==> config.mk <==
export PLATFORM = sky130hd
export DESIGN_NAME = clock_set_ctrl
export DESIGN_NICKNAME = d
export VERILOG_FILES = /design/src/rtl/clock_set_ctrl_pkg.sv /design/src/rtl/clock_set_ctrl_key_debounce.sv /design/src/rtl/clock_set_ctrl.sv
export SDC_FILE = /design/constraint.sdc
export NUM_CORES = 1
export LEC_CHECK = 0
export ABC_CLOCK_PERIOD_IN_PS = 1900
export BUFFER_PORTS_ARGS = -buffer_cell sky130_fd_sc_hd__buf_2
export CAP_MARGIN = 20
export CORE_MARGIN = 1
export CORE_UTILIZATION = 50
export CTS_CLUSTER_SIZE = 24
export DETAILED_ROUTE_END_ITERATION = 10
export GPL_TIMING_DRIVEN = 0
export PLACE_DENSITY = 0.78
export SLEW_MARGIN = 20
export SYNTH_ARGS = -nofsm -noshare
export SYNTH_HDL_FRONTEND = slang
export SYNTH_HIERARCHICAL = 1
export SYNTH_SLANG_ARGS = --single-unit
==> constraint.sdc <==
create_clock -name clk -period 1.9 [get_ports clk]
set_input_delay 0.19 -clock clk [delete_from_list [all_inputs] [get_ports clk]]
set_output_delay 0.19 -clock clk [all_outputs]
set_load 0.005 [all_outputs]
==> src/rtl/clock_set_ctrl_pkg.sv <==
// Shared definitions for the clock time-setting front end: state encoding,
// field limits, field offsets in the 24-bit time word and field helpers.
package clock_set_ctrl_pkg;

    typedef enum logic [1:0] {
        ST_RUN      = 2'd0,
        ST_SET_HOUR = 2'd1,
        ST_SET_MIN  = 2'd2
    } state_e;

    localparam logic [7:0] HOUR_MAX = 8'd23;
    localparam logic [7:0] MIN_MAX  = 8'd59;

    localparam int HOUR_LSB = 16;
    localparam int MIN_LSB  = 8;
    localparam int SEC_LSB  = 0;

    // Increment with wrap to zero once the field maximum has been reached.
    function automatic logic [7:0] wrap_inc(input logic [7:0] v, input logic [7:0] max_v);
        return (v >= max_v) ? 8'd0 : v + 8'd1;
    endfunction

    // Out-of-range captured values are replaced by zero.
    function automatic logic [7:0] clamp_field(input logic [7:0] v, input logic [7:0] max_v);
        return (v > max_v) ? 8'd0 : v;
    endfunction

endpackage

==> src/rtl/clock_set_ctrl_key_debounce.sv <==
// Push-button conditioner: 2-FF synchronizer, stability counter, and a
// one-cycle press pulse on the accepted 1->0 level change.
module key_debounce #(
    parameter int unsigned DEB_CNT = 1_000_000
) (
    input  logic clk,
    input  logic rst,
    input  logic key_in,
    output logic key_level,
    output logic key_press
);

    localparam int unsigned CW = (DEB_CNT > 1) ? $clog2(DEB_CNT) : 1;
    localparam logic [CW-1:0] CNT_LAST = CW'(DEB_CNT - 1);

    logic [1:0]    sync_q;
    logic          level_q, level_d;
    logic          press_q, press_d;
    logic [CW-1:0] cnt_q, cnt_d;

    // The counter only advances while the synced input disagrees with the
    // accepted level, so any bounce back restarts the qualification window.
    always_comb begin
        level_d = level_q;
        cnt_d   = '0;
        if (sync_q[1] != level_q) begin
            if (cnt_q == CNT_LAST) begin
                level_d = sync_q[1];
            end else begin
                cnt_d = cnt_q + 1'b1;
            end
        end
        press_d = level_q & ~level_d;
    end

    always_ff @(posedge clk or posedge rst) begin
        if (rst) begin
            sync_q  <= 2'b11;
            level_q <= 1'b1;
            press_q <= 1'b0;
            cnt_q   <= '0;
        end else begin
            sync_q  <= {sync_q[0], key_in};
            level_q <= level_d;
            press_q <= press_d;
            cnt_q   <= cnt_d;
        end
    end

    assign key_level = level_q;
    assign key_press = press_q;

endmodule

==> src/rtl/clock_set_ctrl.sv <==
// Time-setting front end: debounced mode/inc keys drive a RUN/SET_HOUR/SET_MIN
// editor with load strobe and blink mask. Auto-repeat: CLOCK_SET_AUTOREP_EN.
module clock_set_ctrl
    import clock_set_ctrl_pkg::*;
#(
    parameter int unsigned DEB_CNT   = 1_000_000,
    parameter int unsigned BLINK_CNT = 12_500_000
`ifdef CLOCK_SET_AUTOREP_EN
    ,
    parameter int unsigned REP_DLY   = 25_000_000,
    parameter int unsigned REP_CNT   = 5_000_000
`endif
) (
    input  logic        clk,
    input  logic        rst,
    input  logic        key_mode,
    input  logic        key_inc,
    input  logic [23:0] cur_time,
    output logic [23:0] set_time,
    output logic        set_load,
    output logic [1:0]  edit_mode,
    output logic [2:0]  blink_mask
);

    localparam int unsigned BW = (BLINK_CNT > 1) ? $clog2(BLINK_CNT) : 1;
    localparam logic [BW-1:0] BLINK_LAST = BW'(BLINK_CNT - 1);

    logic mode_level, mode_press;
    logic inc_level, inc_press;
    logic rep_pulse;
    logic inc_evt;

    state_e        state_q, state_d;
    logic [7:0]    hour_q, hour_d;
    logic [7:0]    min_q, min_d;
    logic          load_q, load_d;
    logic [BW-1:0] blink_cnt_q, blink_cnt_d;
    logic          phase_q, phase_d;

    logic unused_mode_level;
    logic unused_sec;
    assign unused_mode_level = mode_level;
    assign unused_sec        = ^cur_time[SEC_LSB +: 8];

    key_debounce #(.DEB_CNT(DEB_CNT)) u_mode_deb (
        .clk       (clk),
        .rst       (rst),
        .key_in    (key_mode),
        .key_level (mode_level),
        .key_press (mode_press)
    );

    key_debounce #(.DEB_CNT(DEB_CNT)) u_inc_deb (
        .clk       (clk),
        .rst       (rst),
        .key_in    (key_inc),
        .key_level (inc_level),
        .key_press (inc_press)
    );

`ifdef CLOCK_SET_AUTOREP_EN
    localparam int unsigned REP_MAX = (REP_DLY > REP_CNT) ? REP_DLY : REP_CNT;
    localparam int unsigned RW      = (REP_MAX > 1) ? $clog2(REP_MAX) : 1;

    logic [RW-1:0] rep_cnt_q, rep_cnt_d;
    logic          rep_arm_q, rep_arm_d;

    // First repeat fires after the initial hold delay, then once per period.
    always_comb begin
        rep_cnt_d = rep_cnt_q + 1'b1;
        rep_arm_d = rep_arm_q;
        rep_pulse = 1'b0;
        if (inc_level) begin
            rep_cnt_d = '0;
            rep_arm_d = 1'b0;
        end else if (!rep_arm_q && rep_cnt_q == RW'(REP_DLY - 1)) begin
            rep_pulse = 1'b1;
            rep_arm_d = 1'b1;
            rep_cnt_d = '0;
        end else if (rep_arm_q && rep_cnt_q == RW'(REP_CNT - 1)) begin
            rep_pulse = 1'b1;
            rep_cnt_d = '0;
        end
    end

    always_ff @(posedge clk or posedge rst) begin
        if (rst) begin
            rep_cnt_q <= '0;
            rep_arm_q <= 1'b0;
        end else begin
            rep_cnt_q <= rep_cnt_d;
            rep_arm_q <= rep_arm_d;
        end
    end
`else
    logic unused_inc_level;
    assign unused_inc_level = inc_level;
    assign rep_pulse        = 1'b0;
`endif

    assign inc_evt = inc_press | rep_pulse;

    // Mode is checked first in every state, so a coincident inc is dropped.
    always_comb begin
        state_d = state_q;
        hour_d  = hour_q;
        min_d   = min_q;
        load_d  = 1'b0;
        case (state_q)
            ST_RUN: begin
                if (mode_press) begin
                    state_d = ST_SET_HOUR;
                    hour_d  = clamp_field(cur_time[HOUR_LSB +: 8], HOUR_MAX);
                    min_d   = clamp_field(cur_time[MIN_LSB +: 8], MIN_MAX);
                end
            end
            ST_SET_HOUR: begin
                if (mode_press) begin
                    state_d = ST_SET_MIN;
                end else if (inc_evt) begin
                    hour_d = wrap_inc(hour_q, HOUR_MAX);
                end
            end
            ST_SET_MIN: begin
                if (mode_press) begin
                    state_d = ST_RUN;
                    load_d  = 1'b1;
                end else if (inc_evt) begin
                    min_d = wrap_inc(min_q, MIN_MAX);
                end
            end
            default: state_d = ST_RUN;
        endcase
    end

    // Blink timebase restarts on each state change so a freshly selected
    // field always begins in the visible phase.
    always_comb begin
        blink_cnt_d = blink_cnt_q + 1'b1;
        phase_d     = phase_q;
        if (state_d != state_q) begin
            blink_cnt_d = '0;
            phase_d     = 1'b0;
        end else if (blink_cnt_q == BLINK_LAST) begin
            blink_cnt_d = '0;
            phase_d     = ~phase_q;
        end
    end

    always_ff @(posedge clk or posedge rst) begin
        if (rst) begin
            state_q     <= ST_RUN;
            hour_q      <= 8'd0;
            min_q       <= 8'd0;
            load_q      <= 1'b0;
            blink_cnt_q <= '0;
            phase_q     <= 1'b0;
        end else begin
            state_q     <= state_d;
            hour_q      <= hour_d;
            min_q       <= min_d;
            load_q      <= load_d;
            blink_cnt_q <= blink_cnt_d;
            phase_q     <= phase_d;
        end
    end

    always_comb begin
        blink_mask = 3'b000;
        case (state_q)
            ST_SET_HOUR: blink_mask = {phase_q, 2'b00};
            ST_SET_MIN:  blink_mask = {1'b0, phase_q, 1'b0};
            default:     blink_mask = 3'b000;
        endcase
    end

    assign set_time  = {hour_q, min_q, 8'd0};
    assign set_load  = load_q;
    assign edit_mode = state_q;

endmodule

==> metrics, run 1 <==
Synth Area in XOR/XNOR=0.0699; clock root cell=clkbuf_8; smallest hold slack=0.114 ns; Design Area, Final=5760 um^2; number of global-route vias before repair=3841; synthesized cell area=4890 um^2; Initial Util=0.522; htree depth=3; Pre-antenna DRT Iters=4; die area=10200 um^2; Detailed Place HPWL=7.04 mm; Mean Syn Cell Area=10.3 um^2; Reg area=2320 um^2; Yosys cell types=56; EDFF count, synth=0; final setup vio count=0; diodes inserted=0; Worst-path clk slew=0.09 ns; final wirelength=10.4 mm; Nets=583; area of the multi-input gates=2550 um^2; compound-gate portion of the synthesized area=0.126; clk_lat worst skew=0.36 ns; First DRT Iteration DRCs=165; Power Dens Cells=629 nW/um^2; transition time of the tightest slew-check pin=0.906 ns; hold crit path type=input pin to flip-flop; clk buf depth=2; final critical-path share of the clock period=0.963; CP Data Required Time=2.18 ns; status=complete, no violations; minimum clock period after layout=1.83 ns; I/O pin total=58; port buffer count=40; share of layout cells above drive strength 1=0.263; pin count of the biggest net entering global routing=32; first-pass GRT wire length=17.0 mm; core area=9370 um^2; CP Class=flip-flop to flip-flop; multiplexer share of the synthesized area=0.0102; largest family of logic cells by synthesized area=simple AND/OR/NAND/NOR gates; yosys warns=6; max_cap viols=0; routed len/inst=15.2 um; Fillers=784; GPL Wtd Cong=0.821; placed cells=653; Pins Over Slew Limit=0; die width=101 um; Worst slew margin=0.395; worst vdd ir=467 uV; CTS tree=done; Via Count=3915; Most used DFF post-synth=dfrtp_1; Max Clk Rate=546 MHz; Worst setup SP type=flip-flop; r2r setup slk=0.07 ns; post-synthesis sequential area ratio=0.472; Setup WS pre-CTS=-0.499 ns; initial antenna violation count=0; DP Area=5300 um^2; CP max FO=7; Die Y=101 um; Vias/cell=5.76; Num CTS Buffers=9; # DRC=0; FFs w/ async S/R, synth=1.00; final hold violations=0; clock sink total=92; Synth Area in Simple Gates=0.260; DRT antenna net count=0; setup TNS=0 ns; gr usage total=0.209; fin cells=680; GR Overflow Total=0; synth-to-layout area growth=17.8%; row count=35; Mapped Cells=475; worst setup margin=0.0700 ns; Leak=2.51 nW; CP Capture Type=flip-flop; Clock Skew=0.00955 ns; Adder-Cell Fraction of Synth Area=0.0230; #FFs+latches synth=92; CP arrival=2.11 ns
metrics by stage:
stage	utilization	total power (W)
after floorplan	-	0.00213
final	0.615	0.00362
after global routing	0.615	0.00374
after detailed placement	0.566	0.00219
after CTS	0.599	0.00364
after global placement	0.563	0.00218
placed cells by master (no fill, tap or decap), types with 7 or more instances in the layout:
| cell type | synthesis | layout |
|---|---|---|
| nor2_1 | 53 | 53 |
| nand2_1 | 26 | 26 |
| and3_1 | 15 | 15 |
| clkbuf_8 | 0 | 10 |
| nor3_1 | 17 | 16 |
| dfrtp_2 | 0 | 7 |
| ha_1 | 9 | 7 |
| o31ai_1 | 11 | 11 |
| nand4_1 | 10 | 10 |
| or3_1 | 9 | 9 |
| xnor2_1 | 16 | 16 |
| dfrtp_1 | 86 | 79 |
| conb_1 | 1 | 9 |
| inv_1 | 18 | 17 |
| a211oi_1 | 8 | 7 |
| buf_4 | 11 | 22 |
| nand3_1 | 16 | 16 |
| a21oi_1 | 16 | 14 |
| buf_2 | 3 | 42 |
| xor2_1 | 23 | 23 |
| or4_1 | 12 | 11 |
| o21ai_0 | 17 | 17 |
worst paths after layout:
path	end	cells past startpoint	from
max	u_inc_deb/cnt_q[19]$_DFF_PP0_	4	u_inc_deb/cnt_q[8]$_DFF_PP0_
min	hour_q[4]$_DFFE_PP0P_	3	cur_time[20]
max reg2reg	u_inc_deb/cnt_q[19]$_DFF_PP0_	4	u_inc_deb/cnt_q[8]$_DFF_PP0_
min reg2reg	u_mode_deb/sync_q[1]$_DFF_PP1_	0	u_mode_deb/sync_q[0]$_DFF_PP1_
max in group asynchronous	u_mode_deb/cnt_q[8]$_DFF_PP0_	3	rst
min in group asynchronous	blink_cnt_q[8]$_DFF_PP0_	3	rst
registers in the layout, summed over array words and instances, names as in the netlist, 2 cells and up:
signal	count
u_mode_deb/cnt_q	20
min_q	8
u_inc_deb/sync_q	2
u_mode_deb/sync_q	2
u_inc_deb/cnt_q	20
blink_cnt_q	24
hour_q	8
edit_mode	2
power by group:
part	leakage, nW	total, W	internal, W	switching (W)
clock network	0.107	0.00145	0.000777	0.000678
registers	1.22	0.00200	0.00198	0.0000210
logic	1.18	0.000166	0.0000705	0.0000955
total	2.51	0.00362	0.00283	0.000794
cell type report:
type / instances / share of cell area
Multi-Input combinational cell: 354 / 0.442
Timing Repair Buffer: 54 / 0.0565
Inverter: 18 / 0.0117
Buffer: 17 / 0.0213
Tap cell: 129 / 0.0280
Sequential cell: 92 / 0.403
Clock buffer: 12 / 0.0252
Clock inverter: 4 / 0.0126
worst max-delay path: stages, from the launching register on:
cell     delay (ns)
dfrtp_1        0.50
nand4_2        0.26
or2_1          0.33
or4_1          0.49
a21oi_1        0.17
cells by family (layout without fill, tap and decap cells):
family          count (synthesis)  after routing
flops                          92             92
fa+ha+maj                       9              9
other cells                     1              9
simple gates                  210            210
compound gates                 83             83
mux                             4              4
xor+xnor                       39             39
buf+inv                        37            105
synth_stat cells, drive strengths merged, types with 14 or more instances:
cell type	number	area, um^2
xnor2	16	140
nor2	53	199
nand4	16	146
or4	14	113
nand2	26	97.6
o21ai	17	85.1
dfrtp	86	2150
and3	16	101
xor2	23	201
a21oi	16	80.1
buf	14	97.6
nand3	21	138
nor3	17	85.1
inv	18	67.6
per-layer routing:
layer	routed length (um)	part of all wire	GRT usage
met3	318	0.031	0.0409
met5	0	0	0
met4	163	0.016	0.0758
met2	5150	0.50	0.357
met1	4730	0.46	0.263
timing repair:
action / 4_1_cts / 5_1_grt
pin swaps: 3 / 4
hold endpoints to repair: 15 / 0
hold buffers: 3 / 0
setup endpoints to repair: 60 / 40
buffers inserted: 3 / 7
resized for setup: 14 / 25
Note: power is estimated with default switching activity, not from simulation.
==> inputs of run 2 (changes only) <==
--- a/config.mk
+++ b/config.mk
@@ -5,6 +5,7 @@
 export SDC_FILE = /design/constraint.sdc
 export NUM_CORES = 1
 export LEC_CHECK = 0
+export ABC_AREA = 1
 export ABC_CLOCK_PERIOD_IN_PS = 1900
 export BUFFER_PORTS_ARGS = -buffer_cell sky130_fd_sc_hd__buf_2
 export CAP_MARGIN = 20
@@ -13,7 +14,7 @@
 export CTS_CLUSTER_SIZE = 24
 export DETAILED_ROUTE_END_ITERATION = 10
 export GPL_TIMING_DRIVEN = 0
-export PLACE_DENSITY = 0.78
+export PLACE_DENSITY = 0.77
 export SLEW_MARGIN = 20
 export SYNTH_ARGS = -nofsm -noshare
 export SYNTH_HDL_FRONTEND = slang
==> run 2 against run 1 <==
Hold slack worse by 0.016 ns; routed wire length up 5.1%; via count up 16%; sequential share of layout area down 2.0 points; clock skew about the same; power up 2.2%; global-route usage up 0.39 points; core utilization down 3.0 points; setup slack better by 0.13 ns; sequential cell count unchanged; first-iteration DRC count up 53%; final cell count up 33%; critical endpoint is now blink_cnt_q[21]$_DFF_PP0_.
==> metrics, run 2 <==
status=complete, no violations; clk_lat worst skew=0.37 ns (about the same); placed cells=887 (+36%); most common cell after layout, fill and taps aside=nor2_1; yosys warns=6 (unchanged); synth-to-layout area growth=13.1%; top flop regs=blink_cnt_q (24), u_inc_deb/cnt_q (20), u_mode_deb/cnt_q (20); diodes inserted=0 (unchanged); Reg with most FFs=blink_cnt_q; Worst slew margin=0.396 (+0.00132); Mapped Cells=702 (+48%); post-synth top area cell=dfrtp_1; Mean Syn Cell Area=7.61 um^2 (-26%); Nets=802 (+38%); final setup vio count=0 (unchanged); port buffer count=40 (unchanged); transition time of the tightest slew-check pin=0.904 ns (-0.00198 ns); final hold violations=0 (unchanged); GPL Wtd Cong=0.886 (+8.0%); hold crit path type=input pin to flip-flop; Worst-path clk slew=0.09 ns (about the same); gr usage total=0.213 (+0.00391); smallest hold slack=0.0980 ns (-0.0159 ns); leading post-synthesis cells by cell area=dfrtp_1 40%, nor2_1 11%, nand2_1 10%, inv_1 5.3%, nand3_1 5.0%; #FFs+latches synth=92 (unchanged); Num CTS Buffers=9 (unchanged); top cell type's share of synthesized area=0.403 (-0.0371); Yosys cell types=36 (-36%); die area=11100 um^2 (+9.0%); max_cap viols=0 (unchanged); Power Dens Cells=613 nW/um^2 (-2.5%); Leak=2.78 nW (+11%); CP Data Required Time=2.21 ns (+0.03 ns); FFs w/ async S/R, synth=1.00 (unchanged); fin cells=906 (+33%); GR Overflow Total=0 (unchanged); Initial Util=0.517 (-0.00448); htree depth=3 (unchanged); clock root cell=clkbuf_8; Max Clk Rate=587 MHz (+7.4%); final critical-path share of the clock period=0.897 (-0.0662); core area=10300 um^2 (+10%); CP arrival=2.01 ns (-0.10 ns); First DRT Iteration DRCs=253 (+53%); Largest register FFs=24 (unchanged); Worst setup SP type=flip-flop; post-synthesis sequential area ratio=0.433 (-0.0399); setup TNS=0 ns (unchanged); worst vdd ir=443 uV (-4.9%); Vias/cell=5.02 (-13%); RSZ-0062 raised after global routing=false; Detailed Place HPWL=8.12 mm (+15%); Clock Skew=0.00921 ns (-0.000339 ns); initial antenna violation count=0 (unchanged); routed len/inst=12.0 um (-21%); CP Class=flip-flop to flip-flop; minimum clock period after layout=1.70 ns (-0.126 ns); EDFF count, synth=0 (unchanged); number of global-route vias before repair=4487 (+17%); synth cell count leaders=153 x nor2_1, 145 x nand2_1, 86 x dfrtp_1; clk buf depth=2 (unchanged); CTS tree=done; Die Y=105 um (+4.4%); share of layout cells above drive strength 1=0.188 (-0.0748); final wirelength=10.9 mm (+5.1%); I/O pin total=58 (unchanged); Via Count=4549 (+16%); die width=105 um (+4.4%); pin count of the biggest net entering global routing=26 (-19%); most numerous cell in the Yosys netlist=nor2_1; DRT antenna net count=0 (unchanged); synthesized cell area=5340 um^2 (+9.2%); Pre-antenna DRT Iters=5 (+1); Post-CTS Setup Inserts=0 (-3); row count=37 (+5.7%); clock sink total=92 (unchanged); CP Capture Type=flip-flop; most frequent cells in the layout=153 x nor2_1, 145 x nand2_1, 86 x dfrtp_1; first-pass GRT wire length=19.2 mm (+13%); Pins Over Slew Limit=0 (unchanged); CP max FO=10 (+3); Most used DFF post-synth=dfrtp_1; # DRC=0 (unchanged)
==> run 2: final timing paths <==
path / from / end / slack (ns) / cells after the start
min reg2reg: u_mode_deb/sync_q[0]$_DFF_PP1_ / u_mode_deb/sync_q[1]$_DFF_PP1_ / 0.36 / 0
max reg2reg: edit_mode[0]$_DFF_PP0_ / blink_cnt_q[21]$_DFF_PP0_ / 0.20 / 9
min in group asynchronous: rst / min_q[5]$_DFFE_PP0P_ / 0.40 / 3
max in group asynchronous: rst / u_inc_deb/cnt_q[6]$_DFF_PP0_ / 0.74 / 3
min: cur_time[9] / min_q[1]$_DFFE_PP0P_ / 0.1 / 3
max: edit_mode[0]$_DFF_PP0_ / blink_cnt_q[21]$_DFF_PP0_ / 0.20 / 9
==> run 2: worst max-delay path, stage by stage, from the launching register on <==
cell	delay, ns
dfrtp_1	0.42
inv_1	0.13
ha_2	0.27
nand2_1	0.08
nand3_2	0.09
nand3_1	0.07
nand2_1	0.14
nand3_4	0.15
buf_12	0.19
nor2_2	0.09
==> run 2: what timing repair did <==
action	CTS	global route
resized for setup	0	3
endpoints found under the hold margin	21	0
hold buffers	3	0
setup endpoints to repair	0	17
==> run 2: area by class of cell <==
type                    instances  area [um^2]
flip-flops and latches         92         2310
fillers                       948         4290
plain buffers                  10         87.6
inverters                      78          297
repair buffers                 44          250
well taps                     136          170
clock buffers                  10          128
multi-input cells             530         2680
clock inverters                 6          113
==> run 2: kinds of logic (layout without fill, tap and decap cells) <==
group,Yosys count,count (layout),share of synthesized area
AOI/OAI and AO/OA,33,33,0.0340
xor gates and xnor gates,33,33,0.0569
adders and majority gates,9,9,0.0211
buffers and inverters,88,148,0.0712
DFF,92,92,0.433
other,1,9,0.000702
and+or+nand+nor,446,446,0.383
==> run 2: per-layer routing <==
metal / share of wire / global-route usage / vias to the layer above
met5: 0 / 0 / -
met4: 0.014 / 0.0845 / 0
met3: 0.031 / 0.0266 / 15
met2: 0.49 / 0.369 / 86
met1: 0.46 / 0.269 / 2147
li1: - / - / 2301
==> run 2: metrics by stage <==
stage                     setup WS [ns]  instance area (um^2)   util  total power [W]
after detailed placement          0.136                  5760  0.558          0.00216
final                             0.196                  6040  0.585          0.00370
after floorplan                   0.379                  5370      -          0.00211
after CTS                         0.119                  6030  0.584          0.00375
after global placement           0.0390                  5740  0.556          0.00215
after global routing           0.000578                  6040  0.585          0.00384
==> run 2: power by group <==
part	leakage [nW]	switching (W)	internal (W)	total [W]
clock network	0.109	0.000703	0.000874	0.00158
registers	1.19	0.0000109	0.00197	0.00199
logic	1.49	0.0000895	0.0000516	0.000141
==> inputs of run 3 (changes only) <==
--- a/config.mk
+++ b/config.mk
@@ -14,7 +14,9 @@
 export CTS_CLUSTER_SIZE = 24
 export DETAILED_ROUTE_END_ITERATION = 10
 export GPL_TIMING_DRIVEN = 0
+export HOLD_SLACK_MARGIN = 0.12
 export PLACE_DENSITY = 0.77
+export RECOVER_POWER = 100
 export SLEW_MARGIN = 20
 export SYNTH_ARGS = -nofsm -noshare
 export SYNTH_HDL_FRONTEND = slang
==> run 3 against run 2 <==
Sequential cell count unchanged; via count increased by 0.11%; design area decreased by 0.27%; register-to-register slack got worse by 0.07 ns; critical path depth decreased by 3; maximum frequency decreased by 4.1%; critical path type unchanged; highest routed layer unchanged.
==> metrics, run 3 (synthesized netlist as in run 2, its figures left out) <==
diodes inserted=0 (unchanged); final setup vio count=0 (unchanged); I/O pin total=58 (unchanged); WHS Path Cells=5 (+2); Num CTS Buffers=9 (unchanged); Worst Min Path Start=cur_time[13]; DRT antenna net count=0 (unchanged); GR Overflow Total=0 (unchanged); worst vdd ir=445 uV (+0.28%); Psw=0.000797 W (-0.78%); Largest register FFs=24 (unchanged); Comb pwr share=0.038 (about the same); CP cell instances=ha_1, nand3_1, nor2_1, nand3_1, nand2_1, nor2_1; top flop regs=blink_cnt_q (24), u_inc_deb/cnt_q (20), u_mode_deb/cnt_q (20); CTS tree=done; First DRT Iteration DRCs=282 (+11%); smallest hold slack=0.163 ns (+0.0650 ns); Clk pwr share=0.425 (about the same); GPL Wtd Cong=0.886 (unchanged); die area=11100 um^2 (unchanged); CP Capture Type=flip-flop; most common cell after layout, fill and taps aside=nor2_1; Hold Path Sink=min_q[5]$_DFFE_PP0P_; Pint=0.00290 W (about the same); placed cells=887 (unchanged); switching share of power=0.216 (-0.00132); R2R depth=6 (-3); reg-to-reg critical path endpoint=u_mode_deb/cnt_q[5]$_DFF_PP0_; M1 GR Usage=0.271 (+0.00162); clk buf depth=2 (unchanged); worst setup margin=0.123 ns (-0.0729 ns); number of global-route vias before repair=4486 (-0.022%); Worst setup SP type=flip-flop; Worst path slowest cell=dfrtp_1; core area=10300 um^2 (unchanged); met3 usage=0.0266 (unchanged); Nets=804 (+0.25%); final critical-path share of the clock period=0.935 (+0.0384); CP Data Required Time=2.15 ns (-0.06 ns); Max Clk Rate=563 MHz (-4.1%); max_cap viols=0 (unchanged); die width=105 um (unchanged); gr usage total=0.213 (+0.000808); transition time of the tightest slew-check pin=0.903 ns (-0.00121 ns); # DRC=0 (unchanged); Leak=2.77 nW (-0.66%); CP Class=flip-flop to flip-flop; total power=0.00370 W (-0.17%); Die Y=105 um (unchanged); r2r setup slk=0.12 ns (-0.07 ns); Setup WS pre-CTS=0.136 ns (unchanged); Pre-antenna DRT Iters=5 (unchanged); initial antenna violation count=0 (unchanged); Worst slew margin=0.397 (+0.000808); CP peak stage delay=0.38 ns (-0.04 ns); Clock Skew=0.00770 ns (-0.00150 ns); final wirelength=10.9 mm (-0.35%); worst setup path start=u_mode_deb/cnt_q[0]$_DFF_PP0_; first-pass GRT wire length=19.3 mm (+0.40%); share of layout cells above drive strength 1=0.162 (-0.0264); minimum clock period after layout=1.78 ns (+0.0729 ns); routed len/inst=12.0 um (-0.57%); sequential share of power=0.537 (about the same); clock sink total=92 (unchanged); CP arrival=2.03 ns (+0.02 ns); fin cells=908 (+0.22%); met2 Usage GRT=0.370 (+0.000940); synth-to-layout area growth=12.8%; CP max FO=7 (-3); clk_lat worst skew=0.36 ns (about the same); port buffer count=40 (unchanged); final hold violations=0 (unchanged); row count=37 (unchanged); Vias/cell=5.02 (-0.11%); most frequent cells in the layout=155 x nor2_1, 147 x nand2_1, 86 x dfrtp_1; CP Buf/Inv Count=0 (-2); Worst-path clk slew=0.09 ns (about the same); status=complete, no violations; Detailed Place HPWL=8.12 mm (unchanged); critical path's top delay family=simple AND/OR/NAND/NOR gates; clock root cell=clkbuf_8; hold crit path type=input pin to flip-flop; Stages on worst setup path=6 (-3); Pins Over Slew Limit=0 (unchanged); Reg with most FFs=blink_cnt_q; Top Usage Layer GRT=met2; Fillers=958 (+1.1%); reg2reg start=u_mode_deb/cnt_q[0]$_DFF_PP0_; htree depth=3 (unchanged); pin count of the biggest net entering global routing=26 (unchanged); Initial Util=0.517 (unchanged); Power Dens Cells=614 nW/um^2 (about the same); final core occ=0.583 (-0.00158); Via Count=4554 (+0.11%)
[run 3: cell count changes in the layout (fill, tap and decap cells not counted), sizes merged]
cell         delta
buf             -8
clkbuf          +8
dlygate4sd3     +2
[run 3: area by class of cell]
cell class              count  area (um^2)  share of cell area
multi-input cells         530         2660               0.442
flip-flops and latches     92         2310               0.384
inverters                  78          297              0.0492
repair buffers             46          259              0.0430
well taps                 136          170              0.0283
clock buffers              10          128              0.0212
clock inverters             6          113              0.0187
plain buffers              10         87.6              0.0145
[run 3: how the worst max path moves through the flow]
| stage | to | slack [ns] |
|---|---|---|
| after floorplan | blink_cnt_q[21]$_DFF_PP0_ | 0.38 |
| after global placement | blink_cnt_q[21]$_DFF_PP0_ | 0.04 |
| after detailed placement | min_q[0]$_DFFE_PP0P_ | 0.14 |
| after CTS | blink_cnt_q[21]$_DFF_PP0_ | 0.12 |
| after global routing | min_q[0]$_DFFE_PP0P_ | -0.01 |
| final | u_mode_deb/cnt_q[5]$_DFF_PP0_ | 0.12 |
[run 3: power by group through the flow]
| stage | sequential (W) | clock [W] | combinational (W) |
|---|---|---|---|
| final | 0.00198 | 0.00157 | 0.000142 |
| after CTS | 0.00199 | 0.00162 | 0.000148 |
| after detailed placement | 0.00202 | 0 | 0.000139 |
| after global routing | 0.00199 | 0.00169 | 0.000165 |
| after global placement | 0.00202 | 0 | 0.000130 |
| after floorplan | 0.00202 | 0 | 0.0000907 |
[run 3: worst register-to-register path, cell delays in order (launching register included)]
cell and delay, ns:
dfrtp_1 0.38, ha_1 0.20, nand3_1 0.12, nor2_1 0.31, nand3_1 0.24, nand2_1 0.31
nor2_1 0.09
[run 3: metrics by stage]
stage	instance area (um^2)	TNS (ns)
after global routing	6020	-0.0107
after detailed placement	5760	0
after floorplan	5370	0
final	6020	0
after global placement	5740	0
after CTS	6050	0
[run 3: layer usage]
layer	part of all wire	up-vias	wire length (um)
met5	0	-	0
li1	-	2311	-
met3	0.035	18	378
met2	0.49	91	5370
met1	0.45	2134	4930
met4	0.016	0	176
[run 3: repair_timing]
| action | in CTS | in global routing |
|---|---|---|
| hold buffers | 5 | 0 |
| setup buffers | 0 | 0 |
| hold endpoints to repair | 65 | 0 |
| gates resized for setup | 0 | 3 |
| setup endpoints to repair | 0 | 17 |
